[config.mk]
export PLATFORM = sky130hd
export DESIGN_NAME = ctrl_pipe
export DESIGN_NICKNAME = d
export VERILOG_FILES = /design/src/rtl/ctrl_pipe_pkg.sv /design/src/rtl/ctrl_pipe_decode.sv /design/src/rtl/ctrl_pipe.sv
export SDC_FILE = /design/constraint.sdc
export NUM_CORES = 1
export LEC_CHECK = 0
export CORE_ASPECT_RATIO = 0.8
export CORE_UTILIZATION = 29
export DETAILED_ROUTE_END_ITERATION = 12
export DONT_BUFFER_PORTS = 1
export PLACE_DENSITY = 0.47
export SLEW_MARGIN = 0
export SYNTH_ARGS = -nofsm -noshare
export SYNTH_HDL_FRONTEND = slang
export SYNTH_SLANG_ARGS = --single-unit
[constraint.sdc]
create_clock -name clk -period 6.3 [get_ports clk]
set_clock_uncertainty 0.05 [all_clocks]
set_input_delay 1.26 -clock clk [delete_from_list [all_inputs] [get_ports clk]]
set_output_delay 1.26 -clock clk [all_outputs]
set_load 0.01 [all_outputs]
[src/rtl/ctrl_pipe_pkg.sv]
// Shared RV32I control-pipeline types: opcodes, ALU selects, control word and slot record.
package ctrl_pipe_pkg;

  typedef enum logic [6:0] {
    op_lui   = 7'b0110111,
    op_auipc = 7'b0010111,
    op_jal   = 7'b1101111,
    op_jalr  = 7'b1100111,
    op_br    = 7'b1100011,
    op_load  = 7'b0000011,
    op_store = 7'b0100011,
    op_imm   = 7'b0010011,
    op_reg   = 7'b0110011
  } rv32i_opcode;

  // ALU select follows funct3 directly; alu_alt picks sub/sra.
  typedef enum logic [2:0] {
    alu_add  = 3'd0,
    alu_sll  = 3'd1,
    alu_slt  = 3'd2,
    alu_sltu = 3'd3,
    alu_xor  = 3'd4,
    alu_srl  = 3'd5,
    alu_or   = 3'd6,
    alu_and  = 3'd7
  } alu_ops;

  typedef enum logic [1:0] {
    rf_alu = 2'd0,
    rf_mem = 2'd1,
    rf_pc4 = 2'd2,
    rf_imm = 2'd3
  } regfilemux_sel_t;

  localparam logic [6:0] FUNCT7_MULDIV = 7'b0000001;

  typedef struct packed {
    rv32i_opcode     opcode;
    alu_ops          aluop;
    logic            alu_alt;
    logic            muldiv;
    logic            alumux1_pc;
    logic            alumux2_rs2;
    regfilemux_sel_t regfilemux_sel;
    logic            load_regfile;
    logic            mem_read;
    logic            mem_write;
    logic            is_branch;
    logic            is_jump;
    logic [2:0]      funct3;
  } rv32i_control_word;

  typedef struct packed {
    logic              valid;
    rv32i_control_word ctrl;
  } ctrl_slot_t;

  function automatic logic is_muldiv(input logic [6:0] opc, input logic [6:0] f7);
    return (opc == op_reg) && (f7 == FUNCT7_MULDIV);
  endfunction

endpackage

[src/rtl/ctrl_pipe_decode.sv]
// Combinational opcode/funct decode into a control word plus an unknown-opcode flag.
module ctrl_decode
  import ctrl_pipe_pkg::*;
#(
  parameter int MULDIV_EN = 1
) (
  input  logic [6:0]        i_opcode,
  input  logic [2:0]        i_funct3,
  input  logic [6:0]        i_funct7,
  output rv32i_control_word o_word,
  output logic              o_illegal
);

  always_comb begin
    o_word        = '0;
    o_word.opcode = rv32i_opcode'(i_opcode);
    o_illegal     = 1'b0;
    case (i_opcode)
      op_lui: begin
        o_word.load_regfile   = 1'b1;
        o_word.regfilemux_sel = rf_imm;
      end
      op_auipc: begin
        o_word.alumux1_pc   = 1'b1;
        o_word.load_regfile = 1'b1;
      end
      op_jal: begin
        o_word.alumux1_pc     = 1'b1;
        o_word.load_regfile   = 1'b1;
        o_word.regfilemux_sel = rf_pc4;
        o_word.is_jump        = 1'b1;
      end
      op_jalr: begin
        o_word.load_regfile   = 1'b1;
        o_word.regfilemux_sel = rf_pc4;
        o_word.is_jump        = 1'b1;
      end
      op_br: begin
        o_word.alumux1_pc = 1'b1;
        o_word.is_branch  = 1'b1;
        o_word.funct3     = i_funct3;
      end
      op_load: begin
        o_word.mem_read       = 1'b1;
        o_word.load_regfile   = 1'b1;
        o_word.regfilemux_sel = rf_mem;
        o_word.funct3         = i_funct3;
      end
      op_store: begin
        o_word.mem_write = 1'b1;
        o_word.funct3    = i_funct3;
      end
      op_imm: begin
        o_word.aluop        = alu_ops'(i_funct3);
        o_word.alu_alt      = (i_funct3 == 3'b101) && i_funct7[5];
        o_word.load_regfile = 1'b1;
        o_word.funct3       = i_funct3;
      end
      op_reg: begin
        o_word.aluop        = alu_ops'(i_funct3);
        o_word.alu_alt      = i_funct7[5];
        o_word.alumux2_rs2  = 1'b1;
        o_word.load_regfile = 1'b1;
        o_word.funct3       = i_funct3;
        o_word.muldiv       = (MULDIV_EN != 0) && is_muldiv(i_opcode, i_funct7);
      end
      // Unknown opcodes keep only the raw opcode field so the trap handler can see it.
      default: o_illegal = 1'b1;
    endcase
  end

endmodule

[src/rtl/ctrl_pipe.sv]
// Control-word pipeline: decoded words ride STAGES valid-tagged slots with stall, partial flush and mul/div hold.
module ctrl_pipe
  import ctrl_pipe_pkg::*;
#(
  parameter int STAGES        = 4,
  parameter int FLUSH_DEPTH   = 2,
  parameter int MULDIV_EN     = 1,
  parameter int MULDIV_CYCLES = 32
) (
  input  logic                           clk,
  input  logic                           rst_n,
  input  logic                           in_valid,
  output logic                           in_ready,
  input  logic [6:0]                     opcode,
  input  logic [2:0]                     funct3,
  input  logic [6:0]                     funct7,
  input  logic                           stall_i,
  input  logic                           flush_i,
  output rv32i_control_word [STAGES-1:0] slot_ctrl,
  output logic [STAGES-1:0]              slot_valid,
  output logic                           illegal_o,
  output logic                           md_busy
);

  localparam int               CNT_W   = $clog2(MULDIV_CYCLES);
  localparam logic [CNT_W-1:0] MD_LOAD = CNT_W'(MULDIV_CYCLES - 1);

  ctrl_slot_t [STAGES-1:0] r_slot;
  ctrl_slot_t [STAGES-1:0] w_slot_next;
  ctrl_slot_t              w_slot0_next;
  logic                    r_illegal;
  logic                    w_illegal_next;
  logic [CNT_W-1:0]        r_md_cnt;
  logic [CNT_W-1:0]        w_md_cnt_next;
  rv32i_control_word       w_word;
  logic                    w_illegal;
  logic                    w_md_hold;
  logic                    w_accept;

  ctrl_decode #(
    .MULDIV_EN(MULDIV_EN)
  ) u_decode (
    .i_opcode (opcode),
    .i_funct3 (funct3),
    .i_funct7 (funct7),
    .o_word   (w_word),
    .o_illegal(w_illegal)
  );

  assign w_md_hold = (r_md_cnt != '0);
  assign in_ready  = !stall_i && !w_md_hold && !flush_i;
  assign w_accept  = in_valid && in_ready;

  always_comb begin
    w_slot0_next   = r_slot[0];
    w_illegal_next = r_illegal;
    if (flush_i) begin
      w_slot0_next   = '0;
      w_illegal_next = 1'b0;
    end else if (stall_i || w_md_hold) begin
      w_slot0_next   = r_slot[0];
      w_illegal_next = r_illegal;
    end else if (w_accept) begin
      w_slot0_next.valid = 1'b1;
      w_slot0_next.ctrl  = w_word;
      w_illegal_next     = w_illegal;
    end else begin
      w_slot0_next   = '0;
      w_illegal_next = 1'b0;
    end
  end

  // Accept and a non-zero count are mutually exclusive, so load and decrement never collide.
  always_comb begin
    w_md_cnt_next = r_md_cnt;
    if (flush_i) begin
      w_md_cnt_next = '0;
    end else if (!stall_i) begin
      if (w_accept && w_word.muldiv) begin
        w_md_cnt_next = MD_LOAD;
      end else if (r_md_cnt != '0) begin
        w_md_cnt_next = r_md_cnt - 1'b1;
      end
    end
  end

  genvar gi;
  generate
    for (gi = 0; gi < STAGES; gi++) begin : g_slot
      if (gi == 0) begin : g_head
        assign w_slot_next[gi] = w_slot0_next;
      end else begin : g_tail
        localparam bit IN_FLUSH = (gi < FLUSH_DEPTH);
        localparam bit IS_FIRST = (gi == 1);
        assign w_slot_next[gi] = (flush_i && IN_FLUSH)    ? '0 :
                                 stall_i                  ? r_slot[gi] :
                                 (IS_FIRST && w_md_hold)  ? '0 :
                                                            r_slot[gi-1];
      end
      assign slot_ctrl[gi]  = r_slot[gi].ctrl;
      assign slot_valid[gi] = r_slot[gi].valid;
    end
  endgenerate

  always_ff @(posedge clk or negedge rst_n) begin
    if (!rst_n) begin
      r_slot    <= '0;
      r_illegal <= 1'b0;
      r_md_cnt  <= '0;
    end else begin
      r_slot    <= w_slot_next;
      r_illegal <= w_illegal_next;
      r_md_cnt  <= w_md_cnt_next;
    end
  end

  assign illegal_o = r_illegal;
  assign md_busy   = w_md_hold;

endmodule

* Word level (Yosys, flattened, before mapping)
Index checks and enable logic that the tools add are counted.
** Word-level totals
- Word-level logic and storage cells :: 115
- Flip-flop bits (word level) :: 106
- Output and inout port bits :: 103
- Bits of input ports :: 22
** Cells by class
- Add/subtract/negate cells :: 1
- Equality and inequality tests :: 13
- Multiplexer cells :: 25
- Reductions and logical operators :: 18
** Operators by type and width (number)
- $mux W25 :: 6
- $eq A7 B6 Y1 const B :: 3
- $eq A7 B7 Y1 const B :: 3
- $mux W5 :: 4
- $eq A7 B5 Y1 const B :: 2
- $mux W1 :: 12
- $reduce_or A9 Y1 :: 1
- $pmux W4 S2 :: 1
- $eq A7 B1 Y1 const B :: 1
- $eq A7 B2 Y1 const B :: 1
- $reduce_or A7 Y1 :: 1
- $logic_and A1 B1 Y1 :: 6
- $pmux W2 S3 :: 1
- $reduce_bool A5 Y1 :: 1
- $reduce_or A5 Y1 :: 1
- $sub A5 B1 Y5 const B :: 1
- $eq A3 B3 Y1 const B :: 1
- $logic_not A1 Y1 :: 3
- $mux W3 :: 1
- $reduce_bool A3 Y1 :: 1
- $reduce_or A3 Y1 :: 1
- $ne A2 B1 Y1 const B :: 1
- $ne A2 B2 Y1 const B :: 1
- $reduce_and A2 Y1 :: 1
- other kinds (2) :: 2

* Logic depth before layout (Yosys ltp)
Gate-level depths: netlist (run 1).
- Depth in word-level cells :: 9
- Gate-level depth with buffers :: 7
- Gate-level depth less buffers :: 7

* By module
Synthesis (run 1) repeated with hierarchy kept, for this count alone.
** Unflattened totals
- Cells, all modules :: 304
- Area, all modules :: 4356.7 um^2
** By module, submodules not included
- ctrl_pipe :: cells an instance 253, area each 4021.4 um^2, instances 1
- ctrl_decode :: cells an instance 51, area each 335.3 um^2, instances 1

* Worst setup path before layout (run 1)
OpenSTA, ideal clock, no wires.
- Kind :: input-to-output
- Start point :: in stall_i
- End point :: out in_ready
- Data arrival time :: 2.194 ns
- Data required time :: 4.990 ns
- Path buffers :: 2
- Path slack :: 2.796 ns
- Cell stages on the path :: 3
- Cells stage by stage :: clkbuf_1 -> nor3_2 -> clkbuf_1
** Between the ends
- Longest elaborated chain between the ends :: 3
** RTL lines
- start, declared :: RTL line ctrl_pipe.sv:17 : input logic stall_i,
- $logic_not A1 Y1
- $logic_and A1 B1 Y1 (2 in a row) :: RTL line ctrl_pipe.sv:51 : assign in_ready = !stall_i && !w_md_hold && !flush_i;
- end, declared :: RTL line ctrl_pipe.sv:13 : output logic in_ready,
Every way passes these cells.

* Final worst setup path (run 1)
- Start point :: reg r_md_cnt[0]
- End point :: out in_ready
** Between the ends
- Longest elaborated chain between the ends :: 4
** RTL lines
- start, declared :: RTL line ctrl_pipe.sv:33 : logic [CNT_W-1:0] r_md_cnt;
- start signal, assigned :: RTL line ctrl_pipe.sv:113 : r_md_cnt <= w_md_cnt_next;
- $reduce_bool A5 Y1 :: RTL line ctrl_pipe.sv:50 : assign w_md_hold = (r_md_cnt != '0);
- named net md_busy :: RTL line ctrl_pipe.sv:22 : output logic md_busy
- $logic_not A1 Y1 :: RTL line ctrl_pipe.sv:51
- $logic_and A1 B1 Y1 (2 in a row) :: RTL line ctrl_pipe.sv:51
The timed path passes the listed nets, and every way through them passes these cells.

==> impl_metrics.py, run 1 <==
metrics = {
    "outcome": {
        "status": "finished, final reports clean",
    },
    "die": {
        "die_height_um": 109,
        "top_level_ports": 125,
        "core_area_um2": 13800,
        "die_x_um": 136,
        "fp-row-count": 38,
        "die_area_um2": 14800,
        "start_util_pct": 30.1,
    },
    "yosys": {
        "synth.largest_area_cell": "dfrtp_1",
        "synth_common_cells": "dfrtp_1 (106), mux2_2 (50), a22o_1 (40)",
        "netlist.area_leader.share_pct": 63.9,
        "synthFlopType": "dfrtp_1",
        "ys_seq_elements": 106,
        "ys.warnings.count": 0,
        "synth_cells": 289,
        "syn_nets": 312,
        "ys_seq_area_share_pct": 63.9,
        "async_flop_share_pct": 100,
        "synth_area_um2": 4150,
        "synth_area_per_cell_um2": 14.4,
        "synth_edf_count": 0,
        "yosysUniqueCellTypes": 37,
        "yosys-top-cells-area": "dfrtp_1 (64%), mux2_2 (14%), a22o_1 (8.4%)",
        "synth.most_common_cell": "dfrtp_1",
    },
    "timing": {
        "timing.final.crit_share_pct": 51.3,
        "holdWs_ns": 0.528,
        "final-hold-violation-count": 0,
        "fin_ws_ns": 3.07,
        "setup_tns_ns": 0,
        "slew_headroom_pct": 23.6,
        "setup_viol": 0,
        "tightestPinTransition_ns": 1.15,
        "drv_slew": 0,
        "max_freq_mhz": 309,
        "rsz0062_at_grt": "no",
        "finalCriticalPeriod_ns": 3.23,
    },
    "finish": {
        "fin_util_pct": 33.8,
        "fin_nets": 310,
        "insertedDiodeCount": 0,
        "stdcell_count": 471,
        "fill_cells": 1335,
        "postLayoutCellArea_um2": 4650,
        "area_growth_syn_to_layout_pct": 12.0,
        "drive_gt1_share_pct": 26.5,
    },
    "grt": {
        "track_usage_pct": 13.9,
        "grt_max_degree": 107,
        "grt_first_pass_wirelength_mm": 15.2,
        "grt-ovfl-total": 0,
        "first_global_vias": 2501,
        "grt_antenna_before_repair": 0,
    },
    "clock_network": {
        "cts_setup_buffers": 0,
        "clock_sinks": 106,
        "ctsHoldBuffers": 0,
        "insertion_delay_ns": 0.34,
        "clk_pin_slew_worst_paths_ns": 0.07,
        "cts_tree": "done",
        "cts_root_buffer": "clkbuf_16",
        "h-tree-depth": 3,
        "cts_resized": 0,
        "clockBufferDepth": 2,
        "cts_made_buffers": 9,
    },
    "placed_design": {
        "dp_slack_ns": 3.41,
        "hpwl_mm": 6.85,
        "port_buffers": 0,
        "dp_cells": 456,
        "placed_area_um2": 4350,
        "place_congestion": 0.798,
    },
    "critical_path": {
        "critPathRequiredTime_ns": 4.99,
        "critPathCaptureType": "output port",
        "slowest_stage": "nor4b_4",
        "timing_worst_setup_path_type": "flip-flop to output port",
        "path_buf_inv": 2,
        "critPathMaxFanout": 8,
        "cp_top_family": "simple AND/OR/NAND/NOR gates",
        "cp-start-kind": "flip-flop",
        "path_cells": "inv_1 > ha_1 > nor4b_4 > inv_2 > nor3_4",
        "cp_data_arrival_time_ns": 1.92,
        "max_stage_delay_ns": 0.43,
    },
    "drt": {
        "finalWirelength_mm": 9.98,
        "dr.first_iter.drc_count": 118,
        "via_per_inst": 5.25,
        "drt.antenna.violating_nets": 0,
        "num_vias": 2473,
        "dr.pass1.iters": 4,
        "routedWlPerCell_um": 21.2,
        "drc": 0,
    },
    "power": {
        "power_mw": 1.56,
        "vdd_ir_drop_max_mv": 0.165,
        "leakagePower_nw": 2.26,
        "power.density_nw_per_um2": 335,
    },
    "job": {
        "maxCapViolations": 0,
    },
    "min_path": {
        "hold_path_class": "flip-flop to flip-flop",
    },
}
placed cells by master (no fill, tap or decap), types with 2 or more instances in the layout:
master / count
mux2_2: 50
buf_4: 2
dfrtp_1: 106
nand4b_1: 2
nor3_1: 2
a21oi_1: 7
a221o_1: 2
nand2_1: 9
nand4_1: 2
nor4b_4: 3
a22oi_1: 2
clkbuf_8: 2
o21ai_0: 5
nand2b_1: 4
clkbuf_16: 9
inv_1: 6
nor2_1: 5
a31oi_1: 2
a32o_1: 2
o31ai_1: 2
a21o_1: 4
a22o_1: 40
where the power goes:
part / switching, mW / total (mW) / internal (mW) / leakage [nW]
clock: 0.243 / 0.574 / 0.330 / 0.149
sequential: 0.0562 / 0.774 / 0.717 / 1.48
combinational: 0.139 / 0.212 / 0.0732 / 0.632
total: 0.438 / 1.56 / 1.12 / 2.26
flip-flops by register name, indices dropped and copies added (netlist names):
signal	count
illegal_o	1
slot_valid	4
r_md_cnt	5
slot_ctrl	96
area by class of cell:
type,count,area (um^2),area share (%)
clock buffer,12,256,5.51
clock inverter,3,47.5,1.02
inverter,7,26.3,0.565
multi-input combinational,161,1430,30.8
sequential,106,2650,57.0
tap,180,225,4.84
timing repair buffer,2,15.0,0.323
logic make-up (layout without fill, tap and decap cells):
logic type / after synthesis / count (layout) / synth area share [%]
AO/OA/AOI/OAI: 72 / 72 / 13.7
XOR/XNOR: 1 / 1 / 0.211
adder cells (fa/ha/maj): 1 / 1 / 0.301
buffers and inverters: 22 / 24 / 1.99
flip-flops: 106 / 106 / 63.9
multiplexers: 50 / 50 / 13.6
AND/OR/NAND/NOR: 37 / 37 / 6.39
worst register-to-register path, stage by stage (launching register included):
cell and delay (ns):
dfrtp_1 0.38, inv_1 0.11, ha_1 0.18, nor4b_4 0.43
inv_2 0.23, nor4b_4 0.62, nor4b_4 0.45, a32o_1 0.22
metal layers:
layer	global-route usage, %	wire [um]
met2	20.8	4430
met5	0	0
met1	18.5	4690
met4	3.61	21
met3	5.67	841
final timing paths:
check	slack (ns)	depth (start not counted)	endpoint	from
setup / recovery	3.07	5	in_ready	r_md_cnt[0]
hold / removal	0.53	2	r_md_cnt[4]	r_md_cnt[4]
setup reg to reg	3.56	7	slot_ctrl[13]	r_md_cnt[0]
hold reg to reg	0.53	2	r_md_cnt[4]	r_md_cnt[4]
max in group asynchronous	5.42	0	slot_ctrl[10]	rst_n
min in group asynchronous	0.56	0	slot_ctrl[66]	rst_n
Note: power is estimated with default switching activity, not from simulation.
==> inputs of run 2 (changes only) <==
--- a/config.mk
+++ b/config.mk
@@ -9,7 +9,7 @@
 export CORE_UTILIZATION = 29
 export DETAILED_ROUTE_END_ITERATION = 12
 export DONT_BUFFER_PORTS = 1
-export PLACE_DENSITY = 0.47
+export PLACE_DENSITY = 0.48
 export SLEW_MARGIN = 0
 export SYNTH_ARGS = -nofsm -noshare
 export SYNTH_HDL_FRONTEND = slang
==> constraint.sdc (replaced) <==
create_clock -name clk -period 2.7 [get_ports clk]
set_clock_uncertainty 0.05 [all_clocks]
set_input_delay 0.54 -clock clk [delete_from_list [all_inputs] [get_ports clk]]
set_output_delay 0.54 -clock clk [all_outputs]
set_load 0.01 [all_outputs]
==> impl_metrics.py, run 2 (synthesized netlist as in run 1, its figures left out) <==
metrics = {
    "timing": {
        "slew_headroom_pct": 75.9,
        "final-hold-violation-count": 106,
        "setup_viol": 0,
        "max_freq_mhz": 421,
        "setup_tns_ns": 0,
        "holdWs_ns": -0.176,
        "finalCriticalPeriod_ns": 2.37,
        "timing.final.crit_share_pct": 87.9,
        "drv_slew": 0,
        "tightestPinTransition_ns": 0.359,
        "rsz0062_at_grt": "no",
    },
    "critical_path": {
        "path_cells": "inv_1 > ha_1 > nor4b_4 > inv_2 > buf_4 > nor3_4",
        "reg2reg_to": "slot_ctrl[1]",
        "ff2ff_path_depth": 7,
        "max_stage_delay_ns": 0.38,
        "cp_data_arrival_time_ns": 1.78,
        "crit_path_start": "r_md_cnt[0]",
        "slowest_stage": "dfrtp_1",
        "critPathRequiredTime_ns": 2.11,
        "reg2reg_slack_ns": 0.52,
        "critPathMaxFanout": 4,
        "regToRegStartpoint": "r_md_cnt[0]",
        "critPathCaptureType": "output port",
        "cp_top_family": "simple AND/OR/NAND/NOR gates",
        "path_buf_inv": 3,
        "cp-start-kind": "flip-flop",
        "timing_worst_setup_path_type": "flip-flop to output port",
    },
    "drt": {
        "drt.antenna.violating_nets": 0,
        "finalWirelength_mm": 9.94,
        "dr.first_iter.drc_count": 68,
        "num_vias": 2438,
        "routedWlPerCell_um": 20.8,
        "via_per_inst": 5.09,
        "drc": 0,
        "dr.pass1.iters": 4,
    },
    "finish": {
        "drive_gt1_share_pct": 28.8,
        "fill_cells": 1356,
        "insertedDiodeCount": 0,
        "area_growth_syn_to_layout_pct": 13.3,
        "final_cell_mix": "dfrtp_1 (106), mux2_2 (50), a22o_1 (40)",
        "layout_commonest_cell": "dfrtp_1",
        "fin_nets": 317,
        "largest_reg_flops": 96,
    },
    "die": {
        "core_area_um2": 13800,
        "top_level_ports": 125,
        "die_area_um2": 14800,
        "fp-row-count": 38,
        "die_height_um": 109,
        "start_util_pct": 30.1,
        "die_x_um": 136,
    },
    "grt": {
        "grt_first_pass_wirelength_mm": 15.3,
        "track_usage_pct": 14.2,
        "grt-ovfl-total": 0,
        "grt_antenna_before_repair": 0,
        "first_global_vias": 2525,
        "grt_max_degree": 107,
    },
    "min_path": {
        "hold_path_class": "primary input to asynchronous set/reset pin",
    },
    "clock_network": {
        "clock_sinks": 106,
        "insertion_delay_ns": 0.36,
        "clk_pin_slew_worst_paths_ns": 0.08,
        "cts_made_buffers": 9,
        "h-tree-depth": 3,
        "clockBufferDepth": 2,
        "cts_tree": "done",
        "cts_setup_buffers": 0,
        "cts_resized": 0,
        "cts_root_buffer": "clkbuf_16",
    },
    "power": {
        "power_mw": 3.72,
        "power.density_nw_per_um2": 791,
        "leakagePower_nw": 2.29,
        "vdd_ir_drop_max_mv": 0.310,
    },
    "job": {
        "maxCapViolations": 0,
    },
    "placed_design": {
        "port_buffers": 0,
        "hpwl_mm": 6.96,
        "place_congestion": 0.753,
    },
    "outcome": {
        "violations": "negative hold slack",
        "status": "finished with violations",
    },
}
-- run 2: how the worst max path moves through the flow --
stage | depth (start not counted) | slack (ns) | endpoint
6_report | 6 | 0.33 | in_ready
5_1_grt | 6 | 0.22 | in_ready
4_1_cts | 6 | 0.30 | in_ready
3_5_place_dp | 7 | 0.54 | slot_ctrl[0]
3_3_place_gp | 7 | 0.61 | slot_ctrl[2]
2_1_floorplan | 6 | 0.31 | in_ready
-- run 2: report_power, final --
part | internal, mW | switching [mW]
logic | 0.236 | 0.346
registers | 1.67 | 0.128
clock network | 0.725 | 0.614
total | 2.63 | 1.09
-- run 2: through the flow --
| step | worst slack [ns] | utilization, % | instance area, um^2 | instances | hold WS [ns] |
|---|---|---|---|---|---|
| floorplan | 0.309 | - | 4150 | 289 | 0.194 |
| global placement | 0.606 | 31.9 | 4400 | 463 | 0.197 |
| detailed placement | 0.542 | 31.9 | 4400 | 463 | 0.197 |
| CTS | 0.304 | 34.1 | 4710 | 479 | -0.202 |
| global route | 0.219 | 34.1 | 4710 | 479 | -0.205 |
| finish | 0.327 | 34.1 | 4710 | 479 | -0.176 |
-- run 2: layer usage --
metal,vias up,track usage (%),wire [um]
li1,1090,-,-
met1,1243,18.0,4490
met2,94,20.8,4340
met3,11,6.74,947
met4,0,5.38,160
met5,-,0,0
-- run 2: worst reg2reg max path, cell delays in order, from the launching register on --
cell	delay, ns
dfrtp_1	0.38
inv_1	0.11
ha_1	0.19
nor4b_4	0.23
inv_2	0.11
or4_1	0.59
a21oi_1	0.29
a22o_1	0.18
-- run 2: area by class of cell --
class / count / area, um^2 / area share (%)
sequential: 106 / 2650 / 56.3
multi-input combinational: 161 / 1430 / 30.4
clock buffer: 9 / 225 / 4.78
tap: 180 / 225 / 4.78
clock inverter: 7 / 80.1 / 1.70
timing repair buffer: 9 / 67.6 / 1.44
inverter: 7 / 26.3 / 0.558
